## src/rtl/alu_seq_fsm_pkg.sv

```systemverilog
// Shared types and constants for the ALU instruction sequencer.
// Optional build macro: ALU_SEQ_SIGN_EXT_IMM_EN (sign-extended immediate).
package alu_seq_fsm_pkg;

    typedef enum logic [3:0] {
        S_IDLE      = 4'd0,
        S_FETCH     = 4'd1,
        S_LOAD_A    = 4'd2,
        S_DRIVE_B   = 4'd3,
        S_LOAD_B    = 4'd4,
        S_LATCH     = 4'd5,
        S_DRIVE_OUT = 4'd6,
        S_WRITE     = 4'd7,
        S_DONE      = 4'd8,
        S_ERR       = 4'd9
    } state_t;

    localparam logic [3:0] OPC_ADDI = 4'b0000;
    localparam logic [3:0] OPC_SUBI = 4'b0001;
    localparam logic [3:0] OPC_ADD  = 4'b0010;
    localparam logic [3:0] OPC_SUB  = 4'b0011;

    // param1 occupies field slot 1, param2 slot 0 (slot n = [n*FIELD_W +: FIELD_W])
    localparam int P1_SLOT = 1;
    localparam int P2_SLOT = 0;

endpackage

```

## src/rtl/alu_seq_fsm_if.sv

```systemverilog
// Issue handshake and datapath control bundle between decoder, sequencer and bus.
interface alu_seq_fsm_if #(
    parameter int DATA_W   = 16,
    parameter int NUM_REGS = 5
);
    logic                start;
    logic [DATA_W-1:0]   instruction;
    logic                busy;
    logic                done;
    logic                illegal;
    logic [NUM_REGS-1:0] rx_out;
    logic [NUM_REGS-1:0] rx_in;
    logic                alu_in0;
    logic                alu_in1;
    logic                alu_out_latch;
    logic                alu_out_en;
    logic                pc_inc;
    logic                imm_en;
    logic [DATA_W-1:0]   imm_out;

    modport master (
        output start, instruction,
        input  busy, done, illegal, rx_out, rx_in, alu_in0, alu_in1,
               alu_out_latch, alu_out_en, pc_inc, imm_en, imm_out
    );

    modport slave (
        input  start, instruction,
        output busy, done, illegal, rx_out, rx_in, alu_in0, alu_in1,
               alu_out_latch, alu_out_en, pc_inc, imm_en, imm_out
    );
endinterface

```

## src/rtl/alu_seq_fsm_reg_onehot_dec.sv

```systemverilog
// Register index to one-hot enable decoder with range flag.
module reg_onehot_dec #(
    parameter int FIELD_W  = 6,
    parameter int NUM_REGS = 5
) (
    input  logic [FIELD_W-1:0]  idx,
    output logic [NUM_REGS-1:0] onehot,
    output logic                in_range
);

    // Out-of-range indices decode to all-zero, so they can never enable a register.
    always_comb begin
        onehot   = '0;
        in_range = (int'(idx) < NUM_REGS);
        for (int i = 0; i < NUM_REGS; i++) begin
            onehot[i] = (int'(idx) == i);
        end
    end

endmodule

```

## src/rtl/alu_seq_fsm.sv

```systemverilog
// ALU instruction sequencer: immediate- and register-form ops with start/done handshake.
// Build macro ALU_SEQ_SIGN_EXT_IMM_EN selects sign- instead of zero-extended imm_out.
module alu_seq_fsm
    import alu_seq_fsm_pkg::*;
#(
    parameter int DATA_W   = 16,
    parameter int NUM_REGS = 5,
    parameter int OPC_W    = 4,
    parameter int FIELD_W  = 6
) (
    input  logic          clk,
    input  logic          rst,
    alu_seq_fsm_if.slave  bus
);

    localparam logic [OPC_W-1:0] OP_ADDI = OPC_W'(OPC_ADDI);
    localparam logic [OPC_W-1:0] OP_SUBI = OPC_W'(OPC_SUBI);
    localparam logic [OPC_W-1:0] OP_ADD  = OPC_W'(OPC_ADD);
    localparam logic [OPC_W-1:0] OP_SUB  = OPC_W'(OPC_SUB);

    function automatic logic [DATA_W-1:0] imm_ext(input logic [FIELD_W-1:0] f);
`ifdef ALU_SEQ_SIGN_EXT_IMM_EN
        return {{(DATA_W-FIELD_W){f[FIELD_W-1]}}, f};
`else
        return {{(DATA_W-FIELD_W){1'b0}}, f};
`endif
    endfunction

    state_t                state_r, state_nxt_s;
    logic [DATA_W-1:0]     instr_r, instr_nxt_s;
    logic                  accept_s;
    logic [OPC_W-1:0]      opc_in_s, opc_nxt_s;
    logic                  opc_valid_s, reg_form_nxt_s, idx_ok_s;
    logic [FIELD_W-1:0]    p1_s, p2_s;
    logic [NUM_REGS-1:0]   oh1_s, oh2_s;
    logic                  p1_ok_s, p2_ok_s;

    logic                  busy_s, done_s, illegal_s;
    logic [NUM_REGS-1:0]   rx_out_s, rx_in_s;
    logic                  alu_in0_s, alu_in1_s, alu_out_latch_s, alu_out_en_s;
    logic                  pc_inc_s, imm_en_s;
    logic [DATA_W-1:0]     imm_out_s;

    logic                  busy_r, done_r, illegal_r;
    logic [NUM_REGS-1:0]   rx_out_r, rx_in_r;
    logic                  alu_in0_r, alu_in1_r, alu_out_latch_r, alu_out_en_r;
    logic                  pc_inc_r, imm_en_r;
    logic [DATA_W-1:0]     imm_out_r;

    // Accept decision and the instruction copy that will be live next cycle.
    always_comb begin
        opc_in_s    = bus.instruction[DATA_W-1 -: OPC_W];
        opc_valid_s = (opc_in_s == OP_ADDI) || (opc_in_s == OP_SUBI) ||
                      (opc_in_s == OP_ADD)  || (opc_in_s == OP_SUB);
        accept_s    = bus.start && opc_valid_s &&
                      ((state_r == S_IDLE) || (state_r == S_DONE));
        if (accept_s) begin
            instr_nxt_s = bus.instruction;
        end else begin
            instr_nxt_s = instr_r;
        end
        opc_nxt_s      = instr_nxt_s[DATA_W-1 -: OPC_W];
        reg_form_nxt_s = (opc_nxt_s == OP_ADD) || (opc_nxt_s == OP_SUB);
        p1_s           = instr_nxt_s[P1_SLOT*FIELD_W +: FIELD_W];
        p2_s           = instr_nxt_s[P2_SLOT*FIELD_W +: FIELD_W];
    end

    reg_onehot_dec #(.FIELD_W(FIELD_W), .NUM_REGS(NUM_REGS)) u_dec_p1 (
        .idx      (p1_s),
        .onehot   (oh1_s),
        .in_range (p1_ok_s)
    );

    reg_onehot_dec #(.FIELD_W(FIELD_W), .NUM_REGS(NUM_REGS)) u_dec_p2 (
        .idx      (p2_s),
        .onehot   (oh2_s),
        .in_range (p2_ok_s)
    );

    // Next-state logic; immediate form never checks param2.
    always_comb begin
        idx_ok_s    = p1_ok_s && (!reg_form_nxt_s || p2_ok_s);
        state_nxt_s = state_r;
        case (state_r)
            S_IDLE, S_DONE: begin
                if (accept_s) begin
                    state_nxt_s = idx_ok_s ? S_FETCH : S_ERR;
                end else begin
                    state_nxt_s = S_IDLE;
                end
            end
            S_FETCH:     state_nxt_s = S_LOAD_A;
            S_LOAD_A:    state_nxt_s = S_DRIVE_B;
            S_DRIVE_B:   state_nxt_s = S_LOAD_B;
            S_LOAD_B:    state_nxt_s = S_LATCH;
            S_LATCH:     state_nxt_s = S_DRIVE_OUT;
            S_DRIVE_OUT: state_nxt_s = S_WRITE;
            S_WRITE:     state_nxt_s = S_DONE;
            S_ERR:       state_nxt_s = S_IDLE;
            default:     state_nxt_s = S_IDLE;
        endcase
    end

    // Moore outputs decoded from the next state so they register in step with it.
    always_comb begin
        busy_s          = (state_nxt_s != S_IDLE);
        done_s          = 1'b0;
        illegal_s       = 1'b0;
        rx_out_s        = '0;
        rx_in_s         = '0;
        alu_in0_s       = 1'b0;
        alu_in1_s       = 1'b0;
        alu_out_latch_s = 1'b0;
        alu_out_en_s    = 1'b0;
        pc_inc_s        = 1'b0;
        imm_en_s        = 1'b0;
        imm_out_s       = '0;
        case (state_nxt_s)
            S_FETCH: begin
                rx_out_s = oh1_s;
                pc_inc_s = 1'b1;
            end
            S_LOAD_A: begin
                rx_out_s  = oh1_s;
                alu_in0_s = 1'b1;
            end
            S_DRIVE_B, S_LOAD_B: begin
                alu_in1_s = (state_nxt_s == S_LOAD_B);
                if (reg_form_nxt_s) begin
                    rx_out_s = oh2_s;
                end else begin
                    imm_en_s  = 1'b1;
                    imm_out_s = imm_ext(p2_s);
                end
            end
            S_LATCH:     alu_out_latch_s = 1'b1;
            S_DRIVE_OUT: alu_out_en_s    = 1'b1;
            S_WRITE: begin
                alu_out_en_s = 1'b1;
                rx_in_s      = oh1_s;
            end
            S_DONE: done_s = 1'b1;
            S_ERR: begin
                done_s    = 1'b1;
                illegal_s = 1'b1;
            end
            default: busy_s = busy_s;
        endcase
    end

    // State, captured instruction and registered outputs.
    always_ff @(posedge clk) begin
        if (!rst) begin
            state_r         <= S_IDLE;
            instr_r         <= '0;
            busy_r          <= 1'b0;
            done_r          <= 1'b0;
            illegal_r       <= 1'b0;
            rx_out_r        <= '0;
            rx_in_r         <= '0;
            alu_in0_r       <= 1'b0;
            alu_in1_r       <= 1'b0;
            alu_out_latch_r <= 1'b0;
            alu_out_en_r    <= 1'b0;
            pc_inc_r        <= 1'b0;
            imm_en_r        <= 1'b0;
            imm_out_r       <= '0;
        end else begin
            state_r         <= state_nxt_s;
            instr_r         <= instr_nxt_s;
            busy_r          <= busy_s;
            done_r          <= done_s;
            illegal_r       <= illegal_s;
            rx_out_r        <= rx_out_s;
            rx_in_r         <= rx_in_s;
            alu_in0_r       <= alu_in0_s;
            alu_in1_r       <= alu_in1_s;
            alu_out_latch_r <= alu_out_latch_s;
            alu_out_en_r    <= alu_out_en_s;
            pc_inc_r        <= pc_inc_s;
            imm_en_r        <= imm_en_s;
            imm_out_r       <= imm_out_s;
        end
    end

    assign bus.busy          = busy_r;
    assign bus.done          = done_r;
    assign bus.illegal       = illegal_r;
    assign bus.rx_out        = rx_out_r;
    assign bus.rx_in         = rx_in_r;
    assign bus.alu_in0       = alu_in0_r;
    assign bus.alu_in1       = alu_in1_r;
    assign bus.alu_out_latch = alu_out_latch_r;
    assign bus.alu_out_en    = alu_out_en_r;
    assign bus.pc_inc        = pc_inc_r;
    assign bus.imm_en        = imm_en_r;
    assign bus.imm_out       = imm_out_r;

endmodule

```

## src/flat_wrapper.sv

```systemverilog
// flat-port wrapper written by rule: the top's interface ports become plain ports
module alu_seq_fsm_flat import alu_seq_fsm_pkg::*;
#(
    parameter int DATA_W   = 16,
    parameter int NUM_REGS = 5,
    parameter int OPC_W    = 4,
    parameter int FIELD_W  = 6
)
  (clk, rst, bus_start, bus_instruction, bus_busy, bus_done, bus_illegal, bus_rx_out, bus_rx_in, bus_alu_in0, bus_alu_in1, bus_alu_out_latch, bus_alu_out_en, bus_pc_inc, bus_imm_en, bus_imm_out);
  alu_seq_fsm_if #(.DATA_W(DATA_W), .NUM_REGS(NUM_REGS)) bus_i ();
  input  logic clk;
  input  logic rst;
  input wire logic [$bits(bus_i.start)-1:0] bus_start;
  input wire logic [$bits(bus_i.instruction)-1:0] bus_instruction;
  output wire logic [$bits(bus_i.busy)-1:0] bus_busy;
  output wire logic [$bits(bus_i.done)-1:0] bus_done;
  output wire logic [$bits(bus_i.illegal)-1:0] bus_illegal;
  output wire logic [$bits(bus_i.rx_out)-1:0] bus_rx_out;
  output wire logic [$bits(bus_i.rx_in)-1:0] bus_rx_in;
  output wire logic [$bits(bus_i.alu_in0)-1:0] bus_alu_in0;
  output wire logic [$bits(bus_i.alu_in1)-1:0] bus_alu_in1;
  output wire logic [$bits(bus_i.alu_out_latch)-1:0] bus_alu_out_latch;
  output wire logic [$bits(bus_i.alu_out_en)-1:0] bus_alu_out_en;
  output wire logic [$bits(bus_i.pc_inc)-1:0] bus_pc_inc;
  output wire logic [$bits(bus_i.imm_en)-1:0] bus_imm_en;
  output wire logic [$bits(bus_i.imm_out)-1:0] bus_imm_out;
  assign bus_i.start = bus_start;
  assign bus_i.instruction = bus_instruction;
  assign bus_busy = bus_i.busy;
  assign bus_done = bus_i.done;
  assign bus_illegal = bus_i.illegal;
  assign bus_rx_out = bus_i.rx_out;
  assign bus_rx_in = bus_i.rx_in;
  assign bus_alu_in0 = bus_i.alu_in0;
  assign bus_alu_in1 = bus_i.alu_in1;
  assign bus_alu_out_latch = bus_i.alu_out_latch;
  assign bus_alu_out_en = bus_i.alu_out_en;
  assign bus_pc_inc = bus_i.pc_inc;
  assign bus_imm_en = bus_i.imm_en;
  assign bus_imm_out = bus_i.imm_out;
  alu_seq_fsm #(.DATA_W(DATA_W), .NUM_REGS(NUM_REGS), .OPC_W(OPC_W), .FIELD_W(FIELD_W)) u_core (.clk(clk), .rst(rst), .bus(bus_i));
endmodule
```

## config.mk

```make
export PLATFORM = sky130hd
export DESIGN_NAME = alu_seq_fsm_flat
export DESIGN_NICKNAME = d
export VERILOG_FILES = /design/src/rtl/alu_seq_fsm_pkg.sv /design/src/rtl/alu_seq_fsm_if.sv /design/src/rtl/alu_seq_fsm_reg_onehot_dec.sv /design/src/rtl/alu_seq_fsm.sv /design/src/flat_wrapper.sv
export SDC_FILE = /design/constraint.sdc
export NUM_CORES = 1
export LEC_CHECK = 0
export CORE_ASPECT_RATIO = 1.25
export CORE_UTILIZATION = 41
export CTS_BUF_LIST = sky130_fd_sc_hd__clkbuf_16
export DETAILED_ROUTE_END_ITERATION = 12
export GPL_ROUTABILITY_DRIVEN = 0
export PLACE_DENSITY = 0.81
export SLEW_MARGIN = 0
export SYNTH_ARGS = -nofsm -noshare
export SYNTH_HDL_FRONTEND = slang
export SYNTH_SLANG_ARGS = --single-unit
```

## constraint.sdc

```tcl
create_clock -name clk -period 1.9 [get_ports clk]
set_clock_uncertainty 0.1 [all_clocks]
set_input_delay 0.38 -clock clk [delete_from_list [all_inputs] [get_ports clk]]
set_output_delay 0.38 -clock clk [all_outputs]
set_load 0.1 [all_outputs]
```

==> results_dict.tcl <==
set metrics [dict create \
    fill_cells 288 \
    worstReg2RegStart "u_core.state_r[0]" \
    synth-seq-cells 44 \
    antenna_found_initial 0 \
    outcome "finished, final reports clean" \
    nets 285 \
    cap_violations 0 \
    ant_nets 0 \
    min_delay_path_depth 3 \
    synthMuxAreaShare_pct 3.429 \
    grt_overflow 0 \
    rr_worst_depth 7 \
    internal-power_w 0.001591 \
    worstPathRequired_ns 1.99 \
    synth_compound_area_share_pct 12.71 \
    hp-start "bus_instruction[5]" \
    syn-cell-area_mm2 0.001752 \
    layout_common_cells "dfxtp_1 (42), buf_4 (34), nor2_1 (27)" \
    min_to "u_core.bus.imm_out[5]" \
    std_cell_rows 26 \
    clk_path_buf_depth 2 \
    synth_fa_ha_area_share_pct 0 \
    area_growth_pct 67.50 \
    dr.pass1.iters 4 \
    insertedDiodeCount 0 \
    start_util_pct 42.74 \
    fp.dieW_um 60.46 \
    switching_share_pct 28.29 \
    pwr-share-seq_pct 43.7 \
    grt_pass1_wl_um 6996 \
    synth_top_family_by_area "simple AND/OR/NAND/NOR gates" \
    ctsHoldBuffers 0 \
    path_class "input pin to flip-flop" \
    die_h_um 75.08 \
    power-per-cell-area_mw_per_mm2 756.2 \
    combPwrFrac_pct 20.6 \
    hold_path_class "input pin to flip-flop" \
    synthTopCellsByArea "dfxtp_1 (50%), nor2_1 (5.8%), buf_4 (5.6%), nand2_1 (4.3%), a21oi_1 (3.4%)" \
    htree_levels 2 \
    yosys.area_share.simple_pct 23.50 \
    leakage_nw 1.235 \
    synth_xor_area_share_pct 1.000 \
    drive_gt1_share_pct 33.33 \
    clkSinkCount 44 \
    drt_iter0_markers 76 \
    grt_pass1_vias 1535 \
    synth_edf_count 0 \
    track_usage_pct 21.80 \
    insertion_delay_ns 0.28 \
    synth_cells 192 \
    ios 54 \
    critPathArrivalTime_ns 1.95 \
    period_needed_ns 1.861 \
    coreArea_mm2 0.004099 \
    hold_violations 0 \
    max-slew-margin-rel_pct 59.56 \
    die_area_mm2 0.004539 \
    ir_worst_vdd_mv 0.8276 \
    post_drt_via_cell_ratio 5.006 \
    ctsRootBufferMaster "clkbuf_16" \
    avgSynthCellArea_um2 9.123 \
    cts_made_buffers 5 \
    clkPwrFrac_pct 35.7 \
    synth.top_cell.area_share_pct 50.29 \
    start_kind "input pin" \
    fmax_mhz 537.5 \
    netSwitchingPower_w 0.0006277 \
    grt_max_degree 14 \
    final_common_cell "dfxtp_1" \
    port_buffers 42 \
    seq_area_frac_synth_pct 50.29 \
    path_max_fanout 8 \
    finalCritPeriodShare_pct 97.92 \
    whs_ns 0.3505 \
    wl_per_cell_um 14.24 \
    ys_async_sr_fraction_pct 0 \
    r2r_end "u_core.bus.rx_out[3]" \
    reg2reg_setup_slack_ns 0.04 \
    synth.largest_area_cell "dfxtp_1" \
    vias 1617 \
    clk_pin_slew_worst_paths_ns 0.06 \
    yosysUniqueCellTypes 44 \
    slew_violations 0 \
    yosys_most_used_dff "dfxtp_1" \
    cts_tree "yes" \
    cp-end-kind "flip-flop" \
    tightest_slew_ns 0.6002 \
    fin_setup_tns_ns 0 \
    dp_hpwl_um 3061 \
    postRouteWirelength_um 4601 \
    yosys_warnings 0 \
    drc 0 \
    setup_violations 0 \
]
-- cells in the mapped netlist, types with 2 or more instances --
| cell type | count |
|---|---|
| a21oi_1 | 12 |
| buf_4 | 13 |
| and2_1 | 2 |
| and3_1 | 2 |
| inv_1 | 6 |
| o21a_1 | 2 |
| dfxtp_1 | 44 |
| clkbuf_1 | 4 |
| mux2i_1 | 6 |
| or3_1 | 3 |
| a21o_1 | 2 |
| nand2_1 | 20 |
| a31oi_1 | 4 |
| nor2_1 | 27 |
| nand3_1 | 2 |
| o32ai_1 | 4 |
| o21ai_0 | 2 |
| nand3b_1 | 2 |
| nor3_1 | 10 |
-- kinds of logic (layout without fill, tap and decap cells) --
group / after synthesis / count (layout)
flip-flops: 44 / 44
AND/OR/NAND/NOR: 81 / 81
other: 1 / 10
AO/OA/AOI/OAI: 32 / 32
multiplexers: 6 / 6
XOR/XNOR: 2 / 2
buffers and inverters: 26 / 92
-- repair_timing --
item	in CTS	in global routing
pin swaps	6	10
gates resized for setup	17	16
setup endpoints to repair	18	5
buffers inserted	3	0
-- worst max-delay path by stage --
| stage | startpoint | end | slack [ns] |
|---|---|---|---|
| final | bus_instruction[15] | u_core.bus.rx_out[3] | 0.04 |
| after detailed placement | bus_instruction[15] | u_core.bus.imm_out[1] | -0.57 |
| after floorplan | bus_instruction[15] | u_core.bus.rx_out[1] | 0.08 |
| after global placement | rst | u_core.bus.rx_out[3] | -0.48 |
| after CTS | bus_instruction[15] | u_core.bus.rx_out[0] | 0.005 |
| after global routing | u_core.state_r[0] | u_core.bus.rx_out[3] | -0.02 |
-- stage by stage --
step / area, um2 / setup slack [ns] / utilization, % / cells / total power (W)
after detailed placement: 2641 / -0.5699 / 64.44 / 312 / 0.001408
final: 2934 / 0.03948 / 71.58 / 323 / 0.002219
after CTS: 2863 / 0.005389 / 69.84 / 323 / 0.002202
after global placement: 2641 / -0.4750 / 64.44 / 312 / 0.001402
after floorplan: 1785 / 0.08494 / - / 201 / 0.001262
after global routing: 2934 / -0.01649 / 71.58 / 323 / 0.002302
-- area by class of cell --
| class | count | area, um2 | share of cell area (%) |
|---|---|---|---|
| multi-input cells | 131 | 865.8 | 29.51 |
| clock buffers | 5 | 125.1 | 4.264 |
| well taps | 56 | 70.07 | 2.388 |
| clock inverters | 3 | 11.26 | 0.3838 |
| flip-flops and latches | 44 | 883.3 | 30.11 |
| inverters | 6 | 22.52 | 0.7676 |
| repair buffers | 78 | 955.9 | 32.58 |
-- sequential cells by signal, summed over array words and instances, names as in the netlist, 4 cells and up --
name / flops
u_core.bus.imm_out: 6
u_core.instr_r: 15
u_core.bus.rx_out: 5
u_core.state_r: 4
u_core.bus.rx_in: 5
-- per-layer routing --
| metal | track usage [%] | vias to the layer above | wire length (um) |
|---|---|---|---|
| met3 | 5.842 | 8 | 231 |
| li1 | - | 788 | - |
| met2 | 39.07 | 55 | 2463 |
| met1 | 22.97 | 766 | 1808 |
| met5 | 0 | - | 0 |
| met4 | 11.36 | 0 | 98 |
-- worst max-delay path, stage by stage --
cell and delay [ns]:
clkdlybuf4s15_1 0.20, nor4b_4 0.38, nand2_2 0.10, buf_4 0.17, buf_6 0.14, mux2i_2 0.16
buf_4 0.16, o32ai_2 0.26
-- power by group through the flow --
stage          sequential [W]  combinational [W]  clock [W]
2_1_floorplan         0.00104           0.000220          0
3_3_place_gp         0.000987           0.000415          0
3_5_place_dp         0.000988           0.000420          0
4_1_cts              0.000969           0.000437   0.000796
5_1_grt              0.000972           0.000481   0.000848
6_report             0.000971           0.000456   0.000792
Power figures use the tool's default switching activity.
